## src/rtl/norm_scaler_pipe_pkg.sv

```systemverilog
// Shared types and helpers for the pixel normaliser: FSM state encoding,
// coefficient width and the round-and-saturate step of the output stage.
package norm_pkg;

  typedef enum logic [2:0] {
    IDLE    = 3'd0,
    DIV     = 3'd1,
    WAIT_UP = 3'd2,
    STREAM  = 3'd3,
    DRAIN   = 3'd4
  } norm_state_e;

  // Coefficient carries the full output range plus the fractional bits.
  function automatic int coef_w(input int out_w, input int frac_w);
    return out_w + frac_w;
  endfunction

  // Round half-up by adding 0.5 LSB before dropping the fraction, then clamp
  // to full scale of the output width.
  function automatic logic [63:0] sat_round(input logic [63:0] prod,
                                            input int frac_w,
                                            input int out_w);
    logic [63:0] rounded;
    logic [63:0] full_scale;
    rounded    = (prod + (64'd1 << (frac_w - 1))) >> frac_w;
    full_scale = (64'd1 << out_w) - 64'd1;
    return (rounded > full_scale) ? full_scale : rounded;
  endfunction

endpackage

```

## src/rtl/norm_scaler_pipe_if.sv

```systemverilog
// AXI-Stream style beat bus used for both the pixel input and the normalised output.
// A beat transfers on a rising clk edge where tvalid && tready; the master holds
// tdata/tlast stable while tvalid && !tready, and never waits on tready to raise tvalid.
interface norm_axis_if #(
  parameter int W = 10
) ();

  logic         tvalid;
  logic         tready;
  logic [W-1:0] tdata;
  logic         tlast;

  modport master (
    output tvalid,
    output tdata,
    output tlast,
    input  tready
  );

  modport slave (
    input  tvalid,
    input  tdata,
    input  tlast,
    output tready
  );

endinterface

```

## src/rtl/norm_scaler_pipe_udiv_seq.sv

```systemverilog
// Sequential restoring divider: one quotient bit per cycle, N_W cycles per divide.
// o_done pulses in the final iteration cycle with the completed quotient on o_quot.
module udiv_seq #(
  parameter int N_W = 20,
  parameter int D_W = 10
) (
  input  logic           clk,
  input  logic           rst_n,
  input  logic           i_start,
  input  logic [N_W-1:0] i_num,
  input  logic [D_W-1:0] i_den,
  output logic           o_busy,
  output logic           o_done,
  output logic [N_W-1:0] o_quot
);

  localparam int CNT_W = (N_W > 1) ? $clog2(N_W) : 1;
  localparam logic [CNT_W-1:0] LAST_ITER = CNT_W'(N_W - 1);

  logic             r_busy;
  logic [CNT_W-1:0] r_cnt;
  logic [N_W-1:0]   r_num;
  logic [D_W-1:0]   r_den;
  logic [D_W-1:0]   r_rem;
  logic [N_W-1:0]   r_quot;

  logic [D_W:0]     w_trial;
  logic [D_W:0]     w_diff;
  logic             w_ge;
  logic [D_W-1:0]   w_rem_nxt;
  logic [N_W-1:0]   w_quot_nxt;

  // Partial remainder is always below the divisor, so the shifted trial value
  // needs exactly one extra bit and the restored remainder fits back in D_W.
  assign w_trial    = {r_rem, r_num[N_W-1]};
  assign w_diff     = w_trial - {1'b0, r_den};
  assign w_ge       = (w_trial >= {1'b0, r_den});
  assign w_rem_nxt  = D_W'(w_ge ? w_diff : w_trial);
  assign w_quot_nxt = {r_quot[N_W-2:0], w_ge};

  assign o_busy = r_busy;
  assign o_done = r_busy && (r_cnt == LAST_ITER);
  assign o_quot = w_quot_nxt;

  always_ff @(posedge clk or negedge rst_n) begin
    if (!rst_n) begin
      r_busy <= 1'b0;
      r_cnt  <= '0;
      r_num  <= '0;
      r_den  <= '0;
      r_rem  <= '0;
      r_quot <= '0;
    end else if (i_start) begin
      r_busy <= 1'b1;
      r_cnt  <= '0;
      r_num  <= i_num;
      r_den  <= i_den;
      r_rem  <= '0;
      r_quot <= '0;
    end else if (r_busy) begin
      r_num  <= r_num << 1;
      r_rem  <= w_rem_nxt;
      r_quot <= w_quot_nxt;
      r_cnt  <= r_cnt + CNT_W'(1);
      if (r_cnt == LAST_ITER) begin
        r_busy <= 1'b0;
      end
    end
  end

endmodule

```

## src/rtl/norm_scaler_pipe.sv

```systemverilog
// Per-frame pixel normaliser: derives a fixed-point reciprocal coefficient from the
// latched denominator, then scales exactly one frame of pixels through a 2-stage pipe.
module norm_scaler_pipe
  import norm_pkg::*;
#(
  parameter int PIXEL_W = 10,
  parameter int OUT_W   = 10,
  parameter int FRAC_W  = 10,
  parameter int ROWS    = 10,
  parameter int COLS    = 10
) (
  input  logic               clk,
  input  logic               s_axis_resetn,
  input  logic               ap_start,
  input  logic               seq_ap_idle,
  input  logic               cf_ap_done,
  output logic               ap_ready,
  output logic               ap_idle,
  output logic               ap_done,
  input  logic [PIXEL_W-1:0] norm_denominator,
  output logic               div_by_zero,
  norm_axis_if.slave         s_axis,
  norm_axis_if.master        m_axis,
  output norm_state_e        o_dbg_state
);

  localparam int COEF_W    = coef_w(OUT_W, FRAC_W);
  localparam int PROD_W    = PIXEL_W + COEF_W;
  localparam int FRAME_PIX = ROWS * COLS;
  localparam int CNT_W     = $clog2(FRAME_PIX + 1);

  localparam logic [COEF_W-1:0] DIV_NUM   = COEF_W'(((64'd1 << OUT_W) - 64'd1) << FRAC_W);
  localparam logic [COEF_W-1:0] COEF_ONE  = COEF_W'(64'd1 << FRAC_W);
  localparam logic [CNT_W-1:0]  FRAME_CNT = CNT_W'(FRAME_PIX);
  localparam logic [CNT_W-1:0]  LAST_CNT  = CNT_W'(FRAME_PIX - 1);

  norm_state_e       r_state;
  norm_state_e       w_state_nxt;

  logic              r_dbz;
  logic              r_cf_seen;
  logic [COEF_W-1:0] r_coef;
  logic [CNT_W-1:0]  r_in_cnt;
  logic [CNT_W-1:0]  r_out_cnt;

  logic              r_v1;
  logic [PROD_W-1:0] r_prod;
  logic              r_v2;
  logic [OUT_W-1:0]  r_data;

  logic              w_accept;
  logic              w_adv;
  logic              w_s_hs;
  logic              w_m_hs;
  logic              w_last_beat;
  logic              w_s_tready;
  logic              w_div_start;
  logic              w_div_busy;
  logic              w_div_done;
  logic [COEF_W-1:0] w_div_quot;
  logic              w_unused;

  // ---------------------------------------------------------------- divider
  // A zero denominator never reaches the divider; the FSM substitutes unity gain.
  assign w_div_start = w_accept && (norm_denominator != '0);

  udiv_seq #(
    .N_W (COEF_W),
    .D_W (PIXEL_W)
  ) u_div (
    .clk     (clk),
    .rst_n   (s_axis_resetn),
    .i_start (w_div_start),
    .i_num   (DIV_NUM),
    .i_den   (norm_denominator),
    .o_busy  (w_div_busy),
    .o_done  (w_div_done),
    .o_quot  (w_div_quot)
  );

  // ------------------------------------------------------------- handshakes
  assign w_accept    = (r_state == IDLE) && ap_start && seq_ap_idle;
  assign w_adv       = !r_v2 || m_axis.tready;
  assign w_s_hs      = s_axis.tvalid && w_s_tready;
  assign w_m_hs      = r_v2 && m_axis.tready;
  assign w_last_beat = w_m_hs && (r_out_cnt == LAST_CNT);

  assign w_unused    = ^{s_axis.tlast, w_div_busy};

  // ---------------------------------------------------------- FSM: state reg
  always_ff @(posedge clk or negedge s_axis_resetn) begin
    if (!s_axis_resetn) begin
      r_state <= IDLE;
    end else begin
      r_state <= w_state_nxt;
    end
  end

  // --------------------------------------------------------- FSM: next state
  always_comb begin
    w_state_nxt = r_state;
    case (r_state)
      IDLE:    if (w_accept)                     w_state_nxt = DIV;
      DIV:     if (r_dbz || w_div_done)          w_state_nxt = WAIT_UP;
      WAIT_UP: if (r_cf_seen || cf_ap_done)      w_state_nxt = STREAM;
      STREAM:  if (r_in_cnt == FRAME_CNT)        w_state_nxt = DRAIN;
      DRAIN:   if (w_last_beat)                  w_state_nxt = IDLE;
      default:                                   w_state_nxt = IDLE;
    endcase
  end

  // ------------------------------------------------------------ FSM: outputs
  // Input ready follows the output side combinationally so a full pipe still
  // streams one pixel per cycle while the consumer keeps up.
  always_comb begin
    ap_ready   = (r_state == IDLE);
    ap_idle    = (r_state == IDLE);
    ap_done    = (r_state == DRAIN) && w_last_beat;
    w_s_tready = (r_state == STREAM) && w_adv && (r_in_cnt < FRAME_CNT);
  end

  assign s_axis.tready = w_s_tready;
  assign o_dbg_state   = r_state;
  assign div_by_zero   = r_dbz;

  // ------------------------------------------------ frame control registers
  always_ff @(posedge clk or negedge s_axis_resetn) begin
    if (!s_axis_resetn) begin
      r_dbz     <= 1'b0;
      r_cf_seen <= 1'b0;
      r_in_cnt  <= '0;
      r_out_cnt <= '0;
    end else if (w_accept) begin
      r_dbz     <= (norm_denominator == '0);
      r_cf_seen <= 1'b0;
      r_in_cnt  <= '0;
      r_out_cnt <= '0;
    end else begin
      if (cf_ap_done && (r_state != IDLE)) begin
        r_cf_seen <= 1'b1;
      end
      if (w_s_hs) begin
        r_in_cnt <= r_in_cnt + CNT_W'(1);
      end
      if (w_m_hs) begin
        r_out_cnt <= r_out_cnt + CNT_W'(1);
      end
    end
  end

  always_ff @(posedge clk or negedge s_axis_resetn) begin
    if (!s_axis_resetn) begin
      r_coef <= '0;
    end else if ((r_state == DIV) && r_dbz) begin
      r_coef <= COEF_ONE;
    end else if ((r_state == DIV) && w_div_done) begin
      r_coef <= w_div_quot;
    end
  end

  // ---------------------------------------------------------------- datapath
  // Both stages move together on w_adv; a stalled output freezes the whole pipe.
  always_ff @(posedge clk or negedge s_axis_resetn) begin
    if (!s_axis_resetn) begin
      r_v1   <= 1'b0;
      r_prod <= '0;
      r_v2   <= 1'b0;
      r_data <= '0;
    end else if (w_adv) begin
      r_v1 <= w_s_hs;
      if (w_s_hs) begin
        r_prod <= PROD_W'(s_axis.tdata) * PROD_W'(r_coef);
      end
      r_v2 <= r_v1;
      if (r_v1) begin
        r_data <= OUT_W'(sat_round(64'(r_prod), FRAC_W, OUT_W));
      end
    end
  end

  assign m_axis.tvalid = r_v2;
  assign m_axis.tdata  = r_data;
  assign m_axis.tlast  = r_v2 && (r_out_cnt == LAST_CNT);

endmodule
```

## src/flat_wrapper.sv

```systemverilog
// flat-port wrapper written by rule: the top's interface ports become plain ports
module norm_scaler_pipe_flat import norm_pkg::*;
#(
  parameter int PIXEL_W = 10,
  parameter int OUT_W   = 10,
  parameter int FRAC_W  = 10,
  parameter int ROWS    = 10,
  parameter int COLS    = 10
)
  (clk, s_axis_resetn, ap_start, seq_ap_idle, cf_ap_done, ap_ready, ap_idle, ap_done, norm_denominator, div_by_zero, o_dbg_state, s_axis_tvalid, s_axis_tdata, s_axis_tlast, s_axis_tready, m_axis_tvalid, m_axis_tdata, m_axis_tlast, m_axis_tready);
  norm_axis_if s_axis_i ();
  norm_axis_if m_axis_i ();
  input  logic clk;
  input  logic s_axis_resetn;
  input  logic ap_start;
  input  logic seq_ap_idle;
  input  logic cf_ap_done;
  output logic ap_ready;
  output logic ap_idle;
  output logic ap_done;
  input  logic [PIXEL_W-1:0] norm_denominator;
  output logic div_by_zero;
  output norm_state_e o_dbg_state;
  input wire logic [$bits(s_axis_i.tvalid)-1:0] s_axis_tvalid;
  input wire logic [$bits(s_axis_i.tdata)-1:0] s_axis_tdata;
  input wire logic [$bits(s_axis_i.tlast)-1:0] s_axis_tlast;
  output wire logic [$bits(s_axis_i.tready)-1:0] s_axis_tready;
  output wire logic [$bits(m_axis_i.tvalid)-1:0] m_axis_tvalid;
  output wire logic [$bits(m_axis_i.tdata)-1:0] m_axis_tdata;
  output wire logic [$bits(m_axis_i.tlast)-1:0] m_axis_tlast;
  input wire logic [$bits(m_axis_i.tready)-1:0] m_axis_tready;
  assign s_axis_i.tvalid = s_axis_tvalid;
  assign s_axis_i.tdata = s_axis_tdata;
  assign s_axis_i.tlast = s_axis_tlast;
  assign s_axis_tready = s_axis_i.tready;
  assign m_axis_tvalid = m_axis_i.tvalid;
  assign m_axis_tdata = m_axis_i.tdata;
  assign m_axis_tlast = m_axis_i.tlast;
  assign m_axis_i.tready = m_axis_tready;
  norm_scaler_pipe #(.PIXEL_W(PIXEL_W), .OUT_W(OUT_W), .FRAC_W(FRAC_W), .ROWS(ROWS), .COLS(COLS)) u_core (.clk(clk), .s_axis_resetn(s_axis_resetn), .ap_start(ap_start), .seq_ap_idle(seq_ap_idle), .cf_ap_done(cf_ap_done), .ap_ready(ap_ready), .ap_idle(ap_idle), .ap_done(ap_done), .norm_denominator(norm_denominator), .div_by_zero(div_by_zero), .s_axis(s_axis_i), .m_axis(m_axis_i), .o_dbg_state(o_dbg_state));
endmodule
```

## config.mk

```make
export PLATFORM = sky130hd
export DESIGN_NAME = norm_scaler_pipe_flat
export DESIGN_NICKNAME = d
export VERILOG_FILES = /design/src/rtl/norm_scaler_pipe_pkg.sv /design/src/rtl/norm_scaler_pipe_if.sv /design/src/rtl/norm_scaler_pipe_udiv_seq.sv /design/src/rtl/norm_scaler_pipe.sv /design/src/flat_wrapper.sv
export SDC_FILE = /design/constraint.sdc
export NUM_CORES = 1
export LEC_CHECK = 0
export ABC_AREA = 1
export BUFFER_PORTS_ARGS = -buffer_cell sky130_fd_sc_hd__clkbuf_2
export CORE_MARGIN = 1
export CORE_UTILIZATION = 70
export CTS_CLUSTER_DIAMETER = 100
export DETAILED_ROUTE_END_ITERATION = 6
export GPL_TIMING_DRIVEN = 0
export PLACE_DENSITY_LB_ADDON = 0.25
export SLEW_MARGIN = 15
export SYNTH_ARGS = -nofsm -noshare
export SYNTH_HDL_FRONTEND = slang
export SYNTH_HIERARCHICAL = 1
export SYNTH_SLANG_ARGS = --single-unit
```

## constraint.sdc

```tcl
create_clock -name clk -period 7.4 [get_ports clk]
set_input_delay 1.48 -clock clk [delete_from_list [all_inputs] [get_ports clk]]
set_output_delay 1.48 -clock clk [all_outputs]
set_load 0.01 [all_outputs]
```

After elaboration in Yosys (flattened, before gate mapping). Index checks and enable logic that the tools add are counted. Widths: inputs -> output; s select.

Add/sub/neg operators: 5. $mul: 1. Magnitude comparators: 3. Eq/ne operators: 12. Multiplexer cells: 27. Reduce and logical (&&, ||, !) cells: 30.

Operators by type and width (count): $mux 20 (4); $mux 10 (4); $mux 19 (2); $add 30x10->31 const B (1); $mul 10x20->30 (1); $mux 7 (4); $gt 21x10->1 const B (1); $mux 3 (5); $pmux 3 s5 (1); $add 7x1->7 const B (2); $eq 7x7->1 const B (2); $logic_and 1x1->1 (14); $ge 11x10->1 (1); $logic_not 10->1 (1); $mux 5 (2); $ne 2x1->1 const B (5); $reduce_bool 10->1 (1); $reduce_bool 2->1 (5); $sub 10x10->10 (1); $lt 7x7->1 const B (1); $eq 3x2->1 const B (2); $add 5x1->5 const B (1); $eq 5x5->1 const B (1); $mux 1 (5); 8 further kinds (11).

Bits in registers: 146. Input port bits: 28. Output and inout bits: 20. Word-level logic and storage cells: 94.

Longest topological paths before layout. Gate-level depths: netlist of run 1.

Depth in word-level cells: 7. Depth in mapped cells: 25. Gate-level depth less buffers: 23.

Hierarchy. The synthesis of run 1 kept the hierarchy.

By module, submodules not included: norm_scaler_pipe (times used 1, cells an instance 1460, area an instance 10471.3 um2, seq. area each 1801.7 um2); udiv_seq (times used 1, cells an instance 416, area an instance 3398.3 um2, seq. area each 1626.6 um2).

Worst setup path before layout of run 1. OpenSTA, ideal clock, no wires.

Kind: input-to-reg. From: input port s_axis_tdata[1]. To: register u_core.r_prod[16]. Library setup time: 0.126 ns. Data arrival time: 5.814 ns. Data required time: 7.274 ns. Slack: 1.460 ns. Stages: 23. Path buffers: 2. Path through: buf_2 -> buf_1 -> nand2_1 -> fa_1 -> inv_1 -> fa_1 -> fa_1 -> fa_1 -> inv_1 -> fa_1 -> inv_1 -> ha_1 -> nand2_1 -> nor2_1 -> inv_1 -> nor3_1 -> nand2_1 -> nand2_1 -> nand2_1 -> nand2_1 -> nand2_1 -> nand2_1 -> o21ai_0.

Longest elaborated chain between the ends: 1.

Ends and longest elaborated chain: from (decl) (line flat_wrapper.sv:25) `input wire logic [$bits(s_axis_i.tdata)-1:0] s_axis_tdata;`; $mul 10x20->30 (line norm_scaler_pipe.sv:172) `r_prod <= PROD_W'(s_axis.tdata) * PROD_W'(r_coef);`; to (signal assigned) (line norm_scaler_pipe.sv:172); to (decl) (line norm_scaler_pipe.sv:47) `logic [PROD_W-1:0] r_prod;`.

Every way passes these cells. A chain may end at the register's enable or synchronous reset.

Final worst setup path of run 1.
From: input port s_axis_tdata[1]. To: register u_core.r_prod[27].

Same word-level chain as after synthesis.

==> run_results.csv, run 1 <==
group,metric,value,unit
outcome,outcome,"finished clean",
worst_hold_path,min_path_type,"flip-flop to flip-flop",
grt,track_usage,37.3,%
timing,drv_slew,0,
pwr,switching_share,53.1,%
synthesis,synth_cells,1876,
synthesis,synthArstFlopShare,100,%
timing,tightest_slew,0.762,ns
timing,grt_setup_unrepaired,"false",
setup_path,path_cells,"buf_2 -> buf_1 -> nand2_1 -> fa_1 -> inv_1 -> fa_1 -> inv_1 -> fa_1 -> fa_1 -> inv_1 -> fa_1 -> ha_1 -> a21oi_1 -> o21ai_0 -> a21oi_1 -> nor2_1 -> nor2_1 -> nand3_1 -> nand3_1 -> nand2_1",
placed_design,io_buffer_count,36,
timing,fmax,0.159,GHz
clock_network,holdBufCountCts,0,
pwr,p_leak,0.00854,µW
finish,syn_to_final_growth,8.93,%
timing,period_share,85.2,%
run,drv_cap,0,
setup_path,cpMaxStageDelayCell,"fa_1",
clock_network,htree_levels,4,
grt,grt_pass1_wl,58600,µm
floorplanning,die_area,0.0204,mm²
synthesis,synth.avg_cell_area,7.39,µm²
detailed_routing,viasPerCell,5.59,
floorplanning,design.core.area,0.0195,mm²
clock_network,cts_setup_buffers,0,
timing,fin_hold_ws,0.483,ns
setup_path,endpoint_kind,"flip-flop",
clock_network,clk_latency,0.42,ns
clock_network,cts.sinks,137,
detailed_routing,dr_wl_met2,17600,µm
floorplanning,io_pins,48,
setup_path,path_class,"primary input to flip-flop",
clock_network,clock_path_buffers,2,
detailed_routing,wl_met1,14000,µm
synthesis,synthTopCellsByArea,"dfrtp_1 25%, fa_1 20%, nand2_1 15%",
floorplanning,fp.dieW,143,µm
synthesis,ys.flop_type,"dfrtp_1",
pwr,seqPwrFrac,17.5,%
clock_network,cts_buffers,17,
timing,slew_headroom,49.2,%
finish,final_nets,2198,
detailed_routing,wire_per_inst,16.0,µm
synthesis,yosys.area.top_type,"dfrtp_1",
setup_path,worstPathMaxFanout,10,
timing,post-route-min-period,6.31,ns
setup_path,r2r-start,"u_core/r_coef[11]",
floorplanning,core.rowCount,51,
setup_path,cp_common_cell,"fa_1",
setup_path,timing.rr.end,"u_core/r_prod[27]",
clock_network,cts.clk_slew.worst_paths,0.06,ns
synthesis,netlist-cell-type-count,47,
pwr,worst_ir_drop_vdd,354,µV
synthesis,synthesis.area,0.0139,mm²
detailed_routing,ant_nets,0,
finish,fin_cells,2227,
synthesis,yosys_warnings,6,
detailed_routing,vias,12449,
finish,nFillCells,1409,
timing,setup_violations,0,
setup_path,crit_required,7.70,ns
worst_hold_path,min_to,"u_core/m_axis.tvalid",
placed_design,dp.cells,2196,
clock_network,cts_tree,"yes",
synthesis,synth-edff-count,0,
detailed_routing,wl,35600,µm
setup_path,startpoint_type,"primary input",
clock_network,root_buffer,"clkbuf_16",
placed_design,dp_hpwl,27400,µm
timing,fin_worst_skew,0.0125,ns
setup_path,reg2regPathDepth,19,
clock_network,cts_resized,0,
pwr,powerDensity,494,mW/mm²
grt,antenna_found_initial,0,
grt,grt_pass1_vias,12577,
worst_hold_path,hold_depth,2,
placed_design,place_area,0.0145,mm²
finish,final_layout_size_suffix_gt1_share,6.88,%
detailed_routing,maxUsedRoutingLayer,"met4",
placed_design,gp_congestion,0.954,
timing,tns,0,ns
pwr,p_sw,3970,µW
grt,grt_max_degree,101,
pwr,p_comb_share,70.3,%
worst_hold_path,worstHoldStart,"u_core/r_v1",
detailed_routing,dr_wl_met3,2480,µm
setup_path,reg2reg_slack,1.78,ns
synthesis,synth_top_area_share,24.7,%
detailed_routing,drt_iter0_drc,739,
floorplanning,initial_utilization,71.3,%
detailed_routing,drcViolationCount,0,
setup_path,worstPathArrival,6.60,ns
finish,design_area,0.0151,mm²
synthesis,synth_seq_area_share,24.7,%
grt,grt_overflow,0,
pwr,internal_power,3500,µW
setup_path,slowest_delay,0.58,ns
pwr,clkPwrFrac,12.1,%
floorplanning,fp.dieH,143,µm
detailed_routing,first_pass_iters,5,
finish,antenna_cells,0,
synthesis,synth_seq_cells,137,
timing,hold_viol,0,
registers in the layout, summed over array words and instances (netlist names):
name	count
u_core/u_div/r_num	20
u_core/r_in_cnt	7
u_core/u_div/o_busy	1
u_core/r_cf_seen	1
u_core/m_axis.tvalid	1
u_core/o_dbg_state	3
u_core/r_v1	1
u_core/r_prod	21
u_core/r_coef	20
u_core/u_div/r_den	10
u_core/r_out_cnt	7
u_core/div_by_zero	1
u_core/u_div/r_rem	10
u_core/u_div/r_quot	19
u_core/u_div/r_cnt	5
u_core/m_axis.tdata	10
cell usage in the layout (no fill, tap or decap), types with 57 or more instances in the layout:
master | Yosys | routed
a21oi_1 | 57 | 57
inv_1 | 395 | 395
nand3_1 | 82 | 82
o21ai_0 | 71 | 71
ha_1 | 78 | 78
nor2_1 | 100 | 100
nand2_1 | 553 | 553
fa_1 | 142 | 142
dfrtp_1 | 137 | 137
clkbuf_1 | 57 | 58
worst max-delay path: cells and delay by family:
kind | cells | cell delay, ns
simple gates | 6 | 0.59
buf+inv | 5 | 0.83
compound gates | 3 | 0.78
fa+ha+maj | 6 | 2.93
power by group through the flow:
stage / clock [µW] / sequential, µW / combinational [µW]
after global placement: 0 / 1300 / 4960
after global routing: 948 / 1340 / 5960
after floorplan: 0 / 1260 / 3850
final: 905 / 1310 / 5250
after CTS: 922 / 1300 / 5210
after detailed placement: 0 / 1310 / 5140
worst max-delay path by stage:
| stage | cells past startpoint | endpoint | startpoint | slack, ns |
|---|---|---|---|---|
| 6_report | 20 | u_core/r_prod[27] | s_axis_tdata[1] | 1.09 |
| 5_1_grt | 23 | u_core/r_prod[28] | s_axis_tdata[1] | 0.79 |
| 4_1_cts | 20 | u_core/r_prod[27] | s_axis_tdata[1] | 1.17 |
| 3_5_place_dp | 20 | u_core/r_prod[27] | s_axis_tdata[1] | 0.76 |
| 3_3_place_gp | 21 | u_core/r_prod[27] | s_axis_tdata[1] | 0.80 |
| 2_1_floorplan | 23 | u_core/r_prod[16] | s_axis_tdata[1] | 1.46 |
metrics by stage:
stage / setup slack, ns / power [µW] / util [%]
after floorplan: 1.46 / 5110 / -
after global placement: 0.796 / 6260 / 74.2
after detailed placement: 0.759 / 6450 / 74.4
after CTS: 1.17 / 7430 / 77.6
after global routing: 0.785 / 8250 / 77.6
final: 1.09 / 7470 / 77.6
synth_stat cells, types with 3 or more instances:
library cell	count
nand3_2	5
nor2_2	21
nor4_1	5
o211ai_1	18
inv_1	395
o21ai_0	71
xnor2_1	10
inv_2	3
nor3_2	3
clkbuf_1	57
xor2_1	7
ha_1	78
buf_4	3
a21oi_1	57
nor2_4	5
nand2_2	10
nor2_1	100
buf_2	9
nand3b_1	14
fa_1	142
o22ai_1	19
o21bai_1	6
nor3_1	21
nand3_1	82
dfrtp_1	137
nand2_1	553
o21ai_1	3
clkinv_1	3
nand4_1	12
logic make-up (layout without fill, tap and decap cells):
| group | after synthesis | after routing | share of synthesized area, % |
|---|---|---|---|
| AO/OA/AOI/OAI | 184 | 184 | 7.43 |
| AND/OR/NAND/NOR | 841 | 841 | 25.9 |
| other | 2 | 20 | 0.0541 |
| flip-flops | 137 | 137 | 24.7 |
| adder cells (fa/ha/maj) | 220 | 220 | 27.5 |
| buffers and inverters | 475 | 543 | 13.2 |
| XOR/XNOR | 17 | 17 | 1.07 |
cell type report:
| class | count | area, µm² | share of cell area, % |
|---|---|---|---|
| timing repair buffer | 37 | 216 | 1.43 |
| tap | 265 | 332 | 2.19 |
| buffer | 74 | 332 | 2.19 |
| multi-input combinational | 1282 | 8670 | 57.4 |
| sequential | 137 | 3430 | 22.7 |
| clock buffer | 18 | 429 | 2.84 |
| clock inverter | 13 | 194 | 1.28 |
| inverter | 401 | 1510 | 9.96 |
per-layer routing:
layer / vias to the layer above / GRT usage, %
li1: 5808 / -
met1: 5996 / 45.2
met2: 520 / 64.6
met3: 125 / 6.54
met4: 0 / 18.2
met5: - / 0
Power figures use the tool's default switching activity.
==> inputs of run 2 (changes only) <==
--- a/config.mk
+++ b/config.mk
@@ -5,14 +5,14 @@
 export SDC_FILE = /design/constraint.sdc
 export NUM_CORES = 1
 export LEC_CHECK = 0
-export ABC_AREA = 1
 export BUFFER_PORTS_ARGS = -buffer_cell sky130_fd_sc_hd__clkbuf_2
 export CORE_MARGIN = 1
-export CORE_UTILIZATION = 70
+export CORE_UTILIZATION = 69
 export CTS_CLUSTER_DIAMETER = 100
 export DETAILED_ROUTE_END_ITERATION = 6
 export GPL_TIMING_DRIVEN = 0
 export PLACE_DENSITY_LB_ADDON = 0.25
+export SETUP_SLACK_MARGIN = 0.2
 export SLEW_MARGIN = 15
 export SYNTH_ARGS = -nofsm -noshare
 export SYNTH_HDL_FRONTEND = slang
==> run 2 against run 1 <==
Maximum frequency is 9.0% lower. Critical path depth is 1 lower. Setup slack worse by 0.63 ns. Final cell count is 19% lower. Sequential power hardly changed. Sequential cell count stayed put. Area after synthesis is 4.4% lower. Clock skew is 0.0029 ns lower.
==> run_results.csv, run 2 <==
group,metric,value,unit
pwr,p_sw,3500,µW
synthesis,synthArstFlopShare,100,%
floorplanning,fp.dieW,141,µm
finish,final_layout_size_suffix_gt1_share,6.28,%
finish,layout_commonest_cell,"nand2_1",
finish,design_area,0.0145,mm²
finish,nFillCells,1274,
finish,largest_registers,"u_core/r_prod x21, u_core/r_coef x20, u_core/u_div/r_num x20",
setup_path,r2r-start,"u_core/r_coef[3]",
timing,slew_headroom,49.7,%
setup_path,critPathLaunch,"s_axis_tdata[1]",
floorplanning,io_pins,48,
pwr,powerDensity,474,mW/mm²
finish,largest_reg_flops,21,
finish,largest-register,"u_core/r_prod",
pwr,switching_share,50.9,%
setup_path,reg2regPathDepth,16,
worst_hold_path,worstHoldStart,"u_core/r_v1",
run,drv_cap,0,
detailed_routing,drcViolationCount,0,
setup_path,startpoint_type,"primary input",
synthesis,synth_seq_cells,137,
detailed_routing,ant_nets,0,
synthesis,yosys_warnings,6,
synthesis,netlist-cell-type-count,80,
synthesis,synthTopCellsByArea,"dfrtp_1 26%, fa_1 21%, ha_1 7.4%",
pwr,p_leak,0.00721,µW
worst_hold_path,min_path_type,"flip-flop to flip-flop",
worst_hold_path,hold_depth,2,
pwr,internal_power,3370,µW
placed_design,io_buffer_count,37,
synthesis,synthesis.area,0.0133,mm²
detailed_routing,wire_per_inst,17.6,µm
finish,final_nets,1812,
pwr,fin_total_pwr,6870,µW
detailed_routing,wl,31900,µm
clock_network,cts.sinks,137,
detailed_routing,viasPerCell,6.12,
grt,antenna_found_initial,0,
floorplanning,core.rowCount,50,
pwr,clkPwrFrac,13.3,%
synthesis,yosys.area.top_type,"dfrtp_1",
placed_design,gp_congestion,0.924,
grt,track_usage,34.4,%
grt,grt_overflow,0,
detailed_routing,vias,11092,
timing,period_share,93.7,%
clock_network,cts_setup_buffers,0,
timing,tns,0,ns
pwr,seqPwrFrac,18.8,%
setup_path,crit_required,7.73,ns
clock_network,root_buffer,"clkbuf_16",
detailed_routing,first_pass_iters,6,
setup_path,worstPathArrival,7.27,ns
clock_network,cts_tree,"yes",
synthesis,synth.avg_cell_area,8.91,µm²
synthesis,synth-edff-count,0,
synthesis,synth_seq_area_share,25.8,%
pwr,worst_ir_drop_vdd,311,µV
clock_network,cts_buffers,17,
timing,fin_hold_ws,0.464,ns
detailed_routing,drt_iter0_drc,836,
timing,tightest_slew,0.755,ns
clock_network,htree_levels,4,
placed_design,dp_hpwl,23500,µm
setup_path,endpoint_kind,"flip-flop",
clock_network,cts.clk_slew.worst_paths,0.06,ns
floorplanning,design.core.area,0.0188,mm²
synthesis,synth_top_area_share,25.8,%
grt,grt_max_degree,88,
timing,post-route-min-period,6.93,ns
timing,drv_slew,0,
timing,setup_violations,0,
synthesis,yosys-top-cells-count,"219 x nand2_1, 173 x inv_1, 142 x fa_1, 137 x dfrtp_1, 94 x and2_1",
floorplanning,initial_utilization,70.7,%
placed_design,place_area,0.0138,mm²
grt,grt_pass1_wl,53500,µm
finish,syn_to_final_growth,9.16,%
timing,fmax,0.144,GHz
setup_path,path_class,"primary input to flip-flop",
grt,grt_pass1_vias,11138,
timing,hold_viol,0,
synthesis,ys.flop_type,"dfrtp_1",
timing,grt_setup_unrepaired,"false",
synthesis,synth_cells,1489,
pwr,p_comb_share,67.9,%
setup_path,worstPathMaxFanout,10,
finish,antenna_cells,0,
outcome,outcome,"finished clean",
clock_network,clock_path_buffers,2,
clock_network,clk_latency,0.43,ns
synthesis,synth.most_common_cell,"nand2_1",
timing,fin_worst_skew,0.00958,ns
floorplanning,die_area,0.0198,mm²
floorplanning,fp.dieH,141,µm
finish,final_cell_mix,"219 x nand2_1, 173 x inv_1, 142 x fa_1",
run 2: worst paths after layout:
path | endpoint | slack, ns
worst max-delay path | u_core/r_prod[27] | 0.47
worst min-delay path | u_core/m_axis.tvalid | 0.46
worst max register to register | u_core/r_prod[27] | 1.25
worst min register to register | u_core/m_axis.tvalid | 0.46
max in group asynchronous | u_core/r_prod[24] | 5.63
min in group asynchronous | u_core/r_coef[5] | 0.98
run 2: cell type report:
class                           count  area [µm²]  share of cell area, %
Buffer                             93         379                   2.62
Clock buffer                       18         439                   3.03
Clock inverter                     14         185                   1.28
Inverter                          173         649                   4.48
Multi-Input combinational cell   1104        8880                   61.4
Sequential cell                   137        3430                   23.7
Tap cell                          234         293                   2.02
Timing Repair Buffer               38         221                   1.53
run 2: repair_timing:
item | 4_1_cts | 5_1_grt
resized for setup | 1 | 4
setup endpoints to repair | 1 | 9
hold buffers | 0 | 0
hold endpoints to repair | 0 | 0
run 2: worst max-delay path, stage by stage:
cell	delay [ns]
clkbuf_2	0.10
clkbuf_2	0.25
clkbuf_2	0.31
nand2_1	0.11
fa_1	0.50
inv_1	0.05
fa_1	0.51
fa_1	0.44
fa_1	0.58
inv_1	0.07
fa_1	0.53
inv_1	0.05
ha_1	0.26
clkbuf_1	0.28
and3_1	0.25
nor3b_1	0.48
a32oi_1	0.34
or4_1	0.53
o2111ai_1	0.11
run 2: cell families after synthesis:
| group | count (synthesis) | share of synthesized area, % |
|---|---|---|
| AOI/OAI and AO/OA | 232 | 11.3 |
| xor gates and xnor gates | 42 | 2.77 |
| buffers and inverters | 266 | 7.73 |
| muxes | 42 | 3.19 |
| DFF | 137 | 25.8 |
| other | 2 | 0.0566 |
| adders and majority gates | 220 | 28.8 |
| and+or+nand+nor | 548 | 20.3 |
run 2: power groups by stage:
stage          registers (µW)  clock network (µW)  logic (µW)
3_5_place_dp             1290                   0        4530
6_report                 1290                 912        4660
3_3_place_gp             1280                   0        4390
5_1_grt                  1330                 953        5250
4_1_cts                  1280                 919        4620
2_1_floorplan            1240                   0        3470
run 2: metrics by stage:
stage	instances	setup slack [ns]	util [%]
after detailed placement	1779	-0.277	73.8
final	1811	0.468	77.2
after global routing	1811	0.296	77.2
after global placement	1778	-0.200	73.6
after floorplan	1507	0.774	-
after CTS	1811	0.192	77.1
run 2: metal layers:
metal,up-vias,wire length [µm],global-route usage [%]
met5,-,0,0
met4,0,1130,15.5
met3,94,2140,4.86
met2,509,15900,59.4
met1,5487,12700,43.3
li1,5002,-,-
